### src/rtl/apb_st_reg_slice.sv
// APB-to-APB register slice: captures one upstream transfer, replays it downstream from
// registered outputs and returns the downstream response upstream for a single cycle.
// A downstream watchdog turns a slave that never answers into an error response.
module apb_st_reg_slice #(
    parameter int unsigned ADDR_WIDTH     = 32,
    parameter int unsigned DATA_WIDTH     = 32,
    parameter int unsigned TIMEOUT_CYCLES = 256
) (
    input  logic                    clk,
    input  logic                    reset_n,
    // upstream (slave-side) port
    input  logic                    s_psel,
    input  logic                    s_penable,
    input  logic                    s_pwrite,
    input  logic [ADDR_WIDTH-1:0]   s_paddr,
    input  logic [DATA_WIDTH-1:0]   s_pwdata,
    input  logic [DATA_WIDTH/8-1:0] s_pstrb,
    input  logic [2:0]              s_pprot,
    output logic                    s_pready,
    output logic                    s_pslverr,
    output logic [DATA_WIDTH-1:0]   s_prdata,
    // downstream (master-side) port
    output logic                    m_psel,
    output logic                    m_penable,
    output logic                    m_pwrite,
    output logic [ADDR_WIDTH-1:0]   m_paddr,
    output logic [DATA_WIDTH-1:0]   m_pwdata,
    output logic [DATA_WIDTH/8-1:0] m_pstrb,
    output logic [2:0]              m_pprot,
    input  logic                    m_pready,
    input  logic                    m_pslverr,
    input  logic [DATA_WIDTH-1:0]   m_prdata,
    // watchdog abort pulse
    output logic                    timeout_o
);

    localparam int unsigned StrbW = DATA_WIDTH / 8;
    // Keep the counter at least one bit wide so a disabled watchdog still elaborates.
    localparam int unsigned CntW  = (TIMEOUT_CYCLES > 0) ? $clog2(TIMEOUT_CYCLES + 1) : 1;
    localparam bit          WdogEn = (TIMEOUT_CYCLES != 0);
    localparam logic [CntW-1:0] CntMax  = {CntW{1'b1}};
    localparam logic [CntW-1:0] CntLast = (TIMEOUT_CYCLES > 0) ? CntW'(TIMEOUT_CYCLES - 1) : '0;

    typedef enum logic [1:0] {
        StIdle,
        StMSetup,
        StMAccess,
        StResp
    } state_e;

    state_e                state_q,     state_d;
    logic [CntW-1:0]       cnt_q,       cnt_d;
    logic                  m_psel_q,    m_psel_d;
    logic                  m_penable_q, m_penable_d;
    logic                  m_pwrite_q,  m_pwrite_d;
    logic [ADDR_WIDTH-1:0] m_paddr_q,   m_paddr_d;
    logic [DATA_WIDTH-1:0] m_pwdata_q,  m_pwdata_d;
    logic [StrbW-1:0]      m_pstrb_q,   m_pstrb_d;
    logic [2:0]            m_pprot_q,   m_pprot_d;
    logic                  s_pready_q,  s_pready_d;
    logic                  s_pslverr_q, s_pslverr_d;
    logic [DATA_WIDTH-1:0] s_prdata_q,  s_prdata_d;
    logic                  timeout_q,   timeout_d;

    // Next-state logic; every output is computed one cycle ahead so it can come from a flop.
    always_comb begin
        state_d     = state_q;
        cnt_d       = cnt_q;
        m_psel_d    = 1'b0;
        m_penable_d = 1'b0;
        m_pwrite_d  = m_pwrite_q;
        m_paddr_d   = m_paddr_q;
        m_pwdata_d  = m_pwdata_q;
        m_pstrb_d   = m_pstrb_q;
        m_pprot_d   = m_pprot_q;
        s_pready_d  = 1'b0;
        s_pslverr_d = 1'b0;
        s_prdata_d  = '0;
        timeout_d   = 1'b0;

        unique case (state_q)
            StIdle: begin
                // Only a setup-phase sample starts a transfer; an access-phase sample is a
                // transfer that already completed and must not be replayed.
                if (s_psel && !s_penable) begin
                    state_d    = StMSetup;
                    m_psel_d   = 1'b1;
                    m_pwrite_d = s_pwrite;
                    m_paddr_d  = s_paddr;
                    m_pwdata_d = s_pwdata;
                    m_pstrb_d  = s_pstrb;
                    m_pprot_d  = s_pprot;
                end
            end
            StMSetup: begin
                // m_pready is deliberately ignored here.
                state_d     = StMAccess;
                cnt_d       = '0;
                m_psel_d    = 1'b1;
                m_penable_d = 1'b1;
            end
            StMAccess: begin
                if (m_pready) begin
                    // Normal completion takes priority over a watchdog expiry in the same cycle.
                    state_d     = StResp;
                    s_pready_d  = 1'b1;
                    s_pslverr_d = m_pslverr;
                    s_prdata_d  = m_pwrite_q ? '0 : m_prdata;
                end else if (WdogEn && (cnt_q == CntLast)) begin
                    state_d     = StResp;
                    s_pready_d  = 1'b1;
                    s_pslverr_d = 1'b1;
                    timeout_d   = 1'b1;
                end else begin
                    m_psel_d    = 1'b1;
                    m_penable_d = 1'b1;
                    if (cnt_q != CntMax) begin
                        cnt_d = cnt_q + CntW'(1);
                    end
                end
            end
            StResp: begin
                state_d = StIdle;
            end
            default: begin
                state_d = StIdle;
            end
        endcase
    end

    // State and registered outputs; reset clears everything, including captured request.
    always_ff @(posedge clk or negedge reset_n) begin
        if (!reset_n) begin
            state_q     <= StIdle;
            cnt_q       <= '0;
            m_psel_q    <= 1'b0;
            m_penable_q <= 1'b0;
            m_pwrite_q  <= 1'b0;
            m_paddr_q   <= '0;
            m_pwdata_q  <= '0;
            m_pstrb_q   <= '0;
            m_pprot_q   <= '0;
            s_pready_q  <= 1'b0;
            s_pslverr_q <= 1'b0;
            s_prdata_q  <= '0;
            timeout_q   <= 1'b0;
        end else begin
            state_q     <= state_d;
            cnt_q       <= cnt_d;
            m_psel_q    <= m_psel_d;
            m_penable_q <= m_penable_d;
            m_pwrite_q  <= m_pwrite_d;
            m_paddr_q   <= m_paddr_d;
            m_pwdata_q  <= m_pwdata_d;
            m_pstrb_q   <= m_pstrb_d;
            m_pprot_q   <= m_pprot_d;
            s_pready_q  <= s_pready_d;
            s_pslverr_q <= s_pslverr_d;
            s_prdata_q  <= s_prdata_d;
            timeout_q   <= timeout_d;
        end
    end

    assign m_psel    = m_psel_q;
    assign m_penable = m_penable_q;
    assign m_pwrite  = m_pwrite_q;
    assign m_paddr   = m_paddr_q;
    assign m_pwdata  = m_pwdata_q;
    assign m_pstrb   = m_pstrb_q;
    assign m_pprot   = m_pprot_q;
    assign s_pready  = s_pready_q;
    assign s_pslverr = s_pslverr_q;
    assign s_prdata  = s_prdata_q;
    assign timeout_o = timeout_q;

endmodule

### config.mk
export PLATFORM = sky130hd
export DESIGN_NAME = apb_st_reg_slice
export DESIGN_NICKNAME = d
export VERILOG_FILES = /design/src/rtl/apb_st_reg_slice.sv
export SDC_FILE = /design/constraint.sdc
export NUM_CORES = 1
export LEC_CHECK = 0
export CORE_MARGIN = 5
export CORE_UTILIZATION = 40
export CTS_BUF_LIST = sky130_fd_sc_hd__clkbuf_4
export DETAILED_ROUTE_END_ITERATION = 10
export DONT_BUFFER_PORTS = 1
export GPL_TIMING_DRIVEN = 0
export PLACE_DENSITY = 0.55
export SLEW_MARGIN = 40
export SYNTH_ARGS = -nofsm -noshare
export SYNTH_HDL_FRONTEND = slang
export SYNTH_SLANG_ARGS = --single-unit
### constraint.sdc
create_clock -name clk -period 2.5 [get_ports clk]
set_input_delay 0.25 -clock clk [delete_from_list [all_inputs] [get_ports clk]]
set_output_delay 0.25 -clock clk [all_outputs]
set_load 0.005 [all_outputs]
==> results of run 1 <==
[cell usage after synthesis]
cell and count:
nand3b_1 2, mux2_2 73, a21oi_1 7, buf_2 2
inv_1 6, nor3b_1 1, ha_1 8, o41ai_1 1
nand2b_1 2, o31ai_1 2, o21a_1 1, and2_1 32
a211oi_1 1, dfrtp_1 120, or3_1 3, a21o_1 1
nand4_1 1, o21ai_0 6, nand3_1 7, nand2_1 2
and2b_1 1, nor2_1 4, o311ai_0 1, clkbuf_1 10
or4_1 2, or4b_4 1, or3b_1 1, a21boi_0 1
nor2b_1 1
[cells by family after synthesis]
logic type	count (synthesis)
AOI/OAI and AO/OA	21
adders and majority gates	8
buffers and inverters	18
DFF	120
muxes	73
and+or+nand+nor	60
[through the flow]
| step | util [%] | hold WS, ps | worst slack (ps) | TNS (ps) | cell area [um2] |
|---|---|---|---|---|---|
| 2_1_floorplan | - | -45.6 | 325 | 0 | 4490 |
| 3_3_place_gp | 42.7 | -42.7 | 35.4 | 0 | 4670 |
| 3_5_place_dp | 42.7 | -42.6 | -8.13 | -16.1 | 4670 |
==> metrics.yaml, run 1 <==
placement:
  place_hpwl_um: 6900
  gp_congestion: 0.727
  numPortBuffers: 0
  dp_cells: 440
clock_network:
  cts_setup_buffers: 0
  htree_levels: 4
  clock-sinks: 120
  cts_resized: 0
  ctsHoldBuffers: 101
  clk_root_buffer_cell: "clkbuf_4"
  cts_buffers: 17
  cts_max_path_buffers: 2
synthesis:
  ys_seq_elements: 120
  netlist.area_leader.share_pct: 66.9
  ys_types: 29
  synthAdderAreaFrac_pct: 2.23
  yosys_warnings: 0
  synth_nets: 418
  syn_area_mm2: 0.00449
  seq_area_frac_synth_pct: 66.9
  synth-compound-area-share_pct: 2.84
  syn_inst: 300
  synth_area_per_cell_um2: 15.0
  synth-simple-area-share_pct: 8.22
  synthXorXnorAreaFrac_pct: 0
  synthTopCellsByArea: "dfrtp_1, mux2_2, and2_1"
  synthMuxAreaShare_pct: 18.3
  yosysTopAreaCell: "dfrtp_1"
  synth_top_family_by_area: "multiplexers"
outcome:
  lastStage: "clock tree synthesis (4_1_cts)"
  status: "stopped before the end"
  error: "[ERROR RSZ-0060] Max buffer count reached."
floorplanning:
  initial_utilization_pct: 41.1
  ioPinCount: 219
  rows: 38
  die_height_um: 116
  die_w_um: 116
==> run 2: changes to the inputs <==
CORE_UTILIZATION = 25   (was 40)
CTS_BUF_LIST = unset   (was sky130_fd_sc_hd__clkbuf_4)
PLACE_DENSITY = unset   (was 0.55)
PLACE_DENSITY_LB_ADDON = 0.15   (was unset)
==> run 2 against run 1 <==
Synthesized cell count unchanged; area after synthesis unchanged; the flow now finishes, with violations (hold timing).
==> metrics.yaml, run 2 <==
outcome:
  status: "finished with violations"  # was stopped before the end
  violations: "hold timing"
synthesis:
  synth_nets: 418  # unchanged
  yosysTopAreaCell: "dfrtp_1"  # unchanged
  synthAdderAreaFrac_pct: 2.23  # unchanged
  synth_edf_count: 0  # unchanged
  synth_common_cells: "dfrtp_1, mux2_2, and2_1"  # unchanged
  synth-compound-area-share_pct: 2.84  # unchanged
  synthXorXnorAreaFrac_pct: 0  # unchanged
  yosys_warnings: 0  # unchanged
  synth_most_common_cell: "dfrtp_1"  # unchanged
  synth_top_family_by_area: "multiplexers"  # unchanged
  seq_area_frac_synth_pct: 66.9  # unchanged
  syn_area_mm2: 0.00449  # unchanged
  netlist.area_leader.share_pct: 66.9  # unchanged
  syn_inst: 300  # unchanged
  ys_types: 29  # unchanged
  synth_ff_type: "dfrtp_1"  # unchanged
  synthMuxAreaShare_pct: 18.3  # unchanged
  synth_area_per_cell_um2: 15.0  # unchanged
  synth-simple-area-share_pct: 8.22  # unchanged
  async_flop_share_pct: 100  # unchanged
  ys_seq_elements: 120  # unchanged
  synthTopCellsByArea: "dfrtp_1, mux2_2, and2_1"  # unchanged
clock_network:
  cts_setup_buffers: 0  # unchanged
  clock-sinks: 120  # unchanged
  clkTransAtPathRegs_ps: 60
  cts_tree: "built"
  ctsHoldBuffers: 106  # was 101
  htree_levels: 4  # unchanged
  cts_buffers: 17  # unchanged
  clk_root_buffer_cell: "clkbuf_16"  # was clkbuf_4
  clock_latency_ps: 410
  cts_max_path_buffers: 2  # unchanged
placement:
  placement.cell_area_mm2: 0.00478  # was 0.00467 mm2
  gp_congestion: 0.760  # was 0.727
  numPortBuffers: 0  # unchanged
  dp_cells: 529  # was 440
  place_hpwl_um: 7530  # was 6900 um
timing:
  maxSlewViolCount: 0
  relSlewSlack_pct: 56.7
  fin_setup_tns_ps: 0
  rsz0062_at_grt: "false"
  timing.hold.ws_ps: -468
  final_hold_viol_count: 120
  fin_crit_sh_pct: 94.6
  worst_pin_slew_ps: 647
  period_needed_ps: 2360
  max_freq_mhz: 423
  skew_ps: 8.79
  finalSetupViolCount: 0
worst_setup_path:
  crit_buf_inv: 0
  cp.required_ps: 2830
  critPathCaptureType: "flip-flop"
  crit_type: "reg2reg"
  cp_max_fo: 5
  cp_slowest_cell: "or4b_4"
  ff2ff_setup_slack_ps: 140
  cp_cell_sequence: "ha_1, nand3_1, nor2_1, ha_1, or4b_4, or4_1, a21oi_1"
  worstRegToRegCells: 7
  critPathTopFamily: "simple AND/OR/NAND/NOR gates"
  r2r-end: "cnt_q[7]"
  crit_arrival_ps: 2700
  cp_common_cell: "ha_1"
  r2r-start: "cnt_q[0]"
  cpPeakStageDelay_ps: 590
  cp-start-kind: "flip-flop"
final_layout:
  mostFrequentLayoutCells: "dfrtp_1, dlygate4sd3_1, mux2_2"
  syn_to_final_growth_pct: 43.6
  multi_input_area_mm2: 0.00142
  drive_gt1_share_pct: 25.4
  n_antenna_cell: 0
  final_common_cell: "dfrtp_1"
  final_nets: 542
  seq_area_mm2: 0.00300
  fillers: 1688
  instances_no_fill: 666
  fin_area_mm2: 0.00645
global_routing:
  track_usage_pct: 10.7
  grt_pass1_wl_um: 16900
  grt_max_degree: 121
  grt_pass1_vias: 3205
  antenna_found_initial: 0
  grt_overflow: 0
routing:
  drt_iter0_markers: 51
  drt-wirelength-per-cell_um: 16.8
  finalWirelength_um: 11200
  antenna_left: 0
  vias: 2858
  drt_pass1_iterations: 4
  drc_errors: 0
  vias_per_cell: 4.29
pwr:
  power_density_mw_per_mm2: 1080
  pwr-share-seq_pct: 46.1
  clockPowerShare_pct: 36.4
  ir_worst_vdd_mv: 0.438
  pwr-share-comb_pct: 17.4
  switching_share_pct: 28.0
  total_power_uw: 6970
  internal_power_uw: 5020
  leakage_uw: 0.00285
  p_sw_uw: 1950
floorplanning:
  fp.coreArea_mm2: 0.0178
  rows: 49  # was 38
  ioPinCount: 219  # unchanged
  initial_utilization_pct: 25.2  # was 41.1%
  die_area_mm2: 0.0207
  die_w_um: 144  # was 116 um
  die_height_um: 144  # was 116 um
run:
  cap_violations: 0
worst_hold_path:
  hold_path.class: "in2async"
-- run 2: cell counts after synthesis --
No cell type changed its count.
-- run 2: power by group through the flow --
stage / sequential [uW] / clock [uW] / combinational [uW]
CTS: 3250 / 2640 / 1240
global placement: 3280 / 0 / 1050
global route: 3320 / 2730 / 1360
finish: 3220 / 2540 / 1220
floorplan: 3060 / 0 / 919
detailed placement: 3270 / 0 / 1110
-- run 2: routing by layer --
layer  up-vias  part of all wire (%)  GRT usage, %
met4         0                   1.6          4.31
li1       1281                     -             -
met2       147                    49          17.1
met5         -                     0             0
met1      1416                    36          11.8
met3        14                    13          6.08
-- run 2: worst max path at each step --
| stage | from | to | slack (ps) | cells after the start |
|---|---|---|---|---|
| floorplan | cnt_q[0] | cnt_q[7] | 330 | 7 |
| global placement | state_q[1] | m_pwdata[0] | 7 | 6 |
| detailed placement | state_q[0] | m_paddr[29] | -90 | 6 |
| CTS | cnt_q[0] | cnt_q[7] | 110 | 8 |
| global route | cnt_q[0] | cnt_q[7] | 40 | 8 |
| finish | cnt_q[0] | cnt_q[7] | 140 | 7 |
-- run 2: per-stage QoR --
step                      util, %  hold WS [ps]  worst slack (ps)
after global routing         36.2          -505              41.6
after CTS                    36.2          -499               113
after detailed placement     26.8         -42.2             -85.1
after global placement       26.8         -41.6              7.17
final                        36.2          -468               135
after floorplan                 -         -45.6               325
-- run 2: logic make-up (layout without fill, tap and decap cells) --
| logic type | Yosys count | count (layout) |
|---|---|---|
| flops | 120 | 120 |
| mux | 73 | 73 |
| simple gates | 60 | 60 |
| fa+ha+maj | 8 | 8 |
| compound gates | 21 | 21 |
| buf+inv | 18 | 155 |
-- run 2: area by class of cell --
type | instances | share of cell area (%)
flip-flops and latches | 120 | 46.5
multi-input cells | 162 | 22.0
repair buffers | 106 | 16.4
clock buffers | 18 | 6.81
well taps | 229 | 4.44
clock inverters | 14 | 2.70
plain buffers | 11 | 0.737
inverters | 6 | 0.349
-- run 2: what timing repair did --
action,4_1_cts,5_1_grt
setup endpoints to repair,29,1
hold endpoints to repair,227,120
resized for setup,2,2
(Power assumes the default switching activity.)
==> run 3: changes to the inputs <==
MAX_ROUTING_LAYER = met4   (was unset)
==> run 3 against run 2 <==
The flow still finishes with violations (hold timing); largest cell class unchanged; die area unchanged; setup slack got worse by 2.7 ps; highest routed layer unchanged; first-iteration DRC count increased by 33%; clock skew rose by 2.6 ps; global-route usage increased by 0.35 points.
==> metrics.yaml, run 3 (same netlist as run 2, synthesis figures left out) <==
worst_setup_path:
  crit_arrival_ps: 2700  # about the same
  cp_cell_sequence: "ha_1, nand3_1, nor2_1, ha_1, or4b_4, or4_1, a21oi_1"  # unchanged
  r2r-end: "cnt_q[7]"  # unchanged
  crit_buf_inv: 0  # unchanged
  cp-start-kind: "flip-flop"  # unchanged
  critPathTopFamily: "simple AND/OR/NAND/NOR gates"  # unchanged
  ff2ff_setup_slack_ps: 130  # was 140 ps
  critPathCaptureType: "flip-flop"  # unchanged
  cp.required_ps: 2840  # was 2830 ps
  cpPeakStageDelay_ps: 590  # about the same
  worstRegToRegCells: 7  # unchanged
  cp_max_fo: 5  # unchanged
  r2r-start: "cnt_q[0]"  # unchanged
  cp_common_cell: "ha_1"  # unchanged
  cp_slowest_cell: "or4b_4"  # unchanged
  crit_type: "reg2reg"  # unchanged
floorplanning:
  rows: 49  # unchanged
  initial_utilization_pct: 25.2  # unchanged
  die_area_mm2: 0.0207  # unchanged
  fp.coreArea_mm2: 0.0178  # unchanged
  ioPinCount: 219  # unchanged
  die_height_um: 144  # unchanged
  die_w_um: 144  # unchanged
timing:
  rsz0062_at_grt: "false"  # unchanged
  max_freq_mhz: 422  # was 423 MHz
  skew_ps: 11.4  # was 8.79 ps
  final_hold_viol_count: 120  # unchanged
  maxSlewViolCount: 0  # unchanged
  fin_crit_sh_pct: 94.7  # was 94.6%
  timing.hold.ws_ps: -473  # was -468 ps
  worst_pin_slew_ps: 647  # about the same
  fin_setup_tns_ps: 0  # unchanged
  period_needed_ps: 2370  # was 2360 ps
  finalSetupViolCount: 0  # unchanged
  relSlewSlack_pct: 56.7  # about the same
global_routing:
  grt_overflow: 0  # unchanged
  grtUsageMet1_pct: 12.3  # was 11.8%
  grt_pass1_vias: 3212  # was 3205
  antenna_found_initial: 0  # unchanged
  grt_util_met2_pct: 17.1  # about the same
  grt-busiest-layer: "met2"  # unchanged
  grt_use_met3_pct: 5.82  # was 6.08%
  grt_max_degree: 121  # unchanged
  track_usage_pct: 11.1  # was 10.7%
  grt_pass1_wl_um: 16900  # about the same
clock_network:
  cts_tree: "built"  # unchanged
  clock-sinks: 120  # unchanged
  htree_levels: 4  # unchanged
  clkTransAtPathRegs_ps: 60  # about the same
  clk_root_buffer_cell: "clkbuf_16"  # unchanged
  cts_setup_buffers: 0  # unchanged
  clock_latency_ps: 410  # about the same
  cts_max_path_buffers: 2  # unchanged
  cts_buffers: 17  # unchanged
  ctsHoldBuffers: 106  # unchanged
routing:
  vias_per_cell: 4.30  # was 4.29
  antenna_left: 0  # unchanged
  drc_errors: 0  # unchanged
  drt-wirelength-per-cell_um: 16.8  # about the same
  vias: 2863  # was 2858
  drt_pass1_iterations: 4  # unchanged
  finalWirelength_um: 11200  # about the same
  drt_iter0_markers: 68  # was 51
placement:
  numPortBuffers: 0  # unchanged
  gp_congestion: 0.770  # was 0.760
  placement.cell_area_mm2: 0.00478  # unchanged
  place_hpwl_um: 7530  # unchanged
final_layout:
  drive_gt1_share_pct: 25.4  # unchanged
  syn_to_final_growth_pct: 43.6  # unchanged
  fin_util_pct: 36.2  # unchanged
  mostFrequentLayoutCells: "dfrtp_1, dlygate4sd3_1, mux2_2"  # unchanged
  fin_area_mm2: 0.00645  # unchanged
  final_nets: 542  # unchanged
  multi_input_area_mm2: 0.00142  # unchanged
  final_common_cell: "dfrtp_1"  # unchanged
  n_antenna_cell: 0  # unchanged
  fillers: 1688  # unchanged
  seq_area_mm2: 0.00300  # unchanged
run:
  cap_violations: 0  # unchanged
pwr:
  leakage_uw: 0.00285  # unchanged
  total_power_uw: 6980  # was 6970 uW
  ir_worst_vdd_mv: 0.443  # was 0.438 mV
  power_density_mw_per_mm2: 1080  # about the same
outcome:
  violations: "hold timing"  # unchanged
  status: "finished with violations"  # unchanged
worst_hold_path:
  hold_path.class: "in2async"  # unchanged
-- run 3: cell counts in the layout (fill, tap and decap cells not counted) --
No cell type changed its count.
-- run 3: how the worst max path moves through the flow --
stage / from / to / slack [ps] / cells after the start
5_1_grt: cnt_q[0] / cnt_q[7] / 40 / 8
6_report: cnt_q[0] / cnt_q[7] / 130 / 7
3_5_place_dp: state_q[0] / m_paddr[29] / -90 / 6
3_3_place_gp: state_q[1] / m_pwdata[0] / 7 / 6
4_1_cts: cnt_q[0] / cnt_q[7] / 110 / 8
2_1_floorplan: cnt_q[0] / cnt_q[7] / 330 / 7
-- run 3: layer usage --
layer / wire length [um] / part of all wire [%]
met4: 154 / 1.4
met5: 0 / 0
met2: 5560 / 50
met1: 4280 / 38
met3: 1230 / 11
-- run 3: layout make-up --
class                   instances  share of cell area [%]
repair buffers                106                    16.4
well taps                     229                    4.44
flip-flops and latches        120                    46.5
inverters                       6                   0.349
clock inverters                14                    2.70
plain buffers                  11                   0.737
clock buffers                  18                    6.81
multi-input cells             162                    22.0
-- run 3: worst register-to-register path: stages, from the launching register on --
cell     delay, ps
dfrtp_1        400
ha_1           260
nand3_1         90
nor2_1          60
ha_1           240
or4b_4         590
or4_1          480
a21oi_1        170
-- run 3: where the power goes --
| group | internal, uW | switching [uW] |
|---|---|---|
| clock network | 1600 | 944 |
| registers | 2660 | 563 |
| logic | 762 | 454 |
| total | 5020 | 1960 |
-- run 3: through the flow --
stage               cells  setup slack (ps)  hold WS (ps)
floorplan             300               325         -45.6
global placement      529              7.17         -41.6
detailed placement    529             -85.1         -42.2
CTS                   666               113          -499
global route          666              41.5          -511
finish                666               133          -473
-- run 3: what timing repair did --
item                                   4_1_cts  5_1_grt
gates resized for setup                      2        2
setup endpoints to repair                   29        1
cloned                                       0        0
endpoints found under the hold margin      227      120
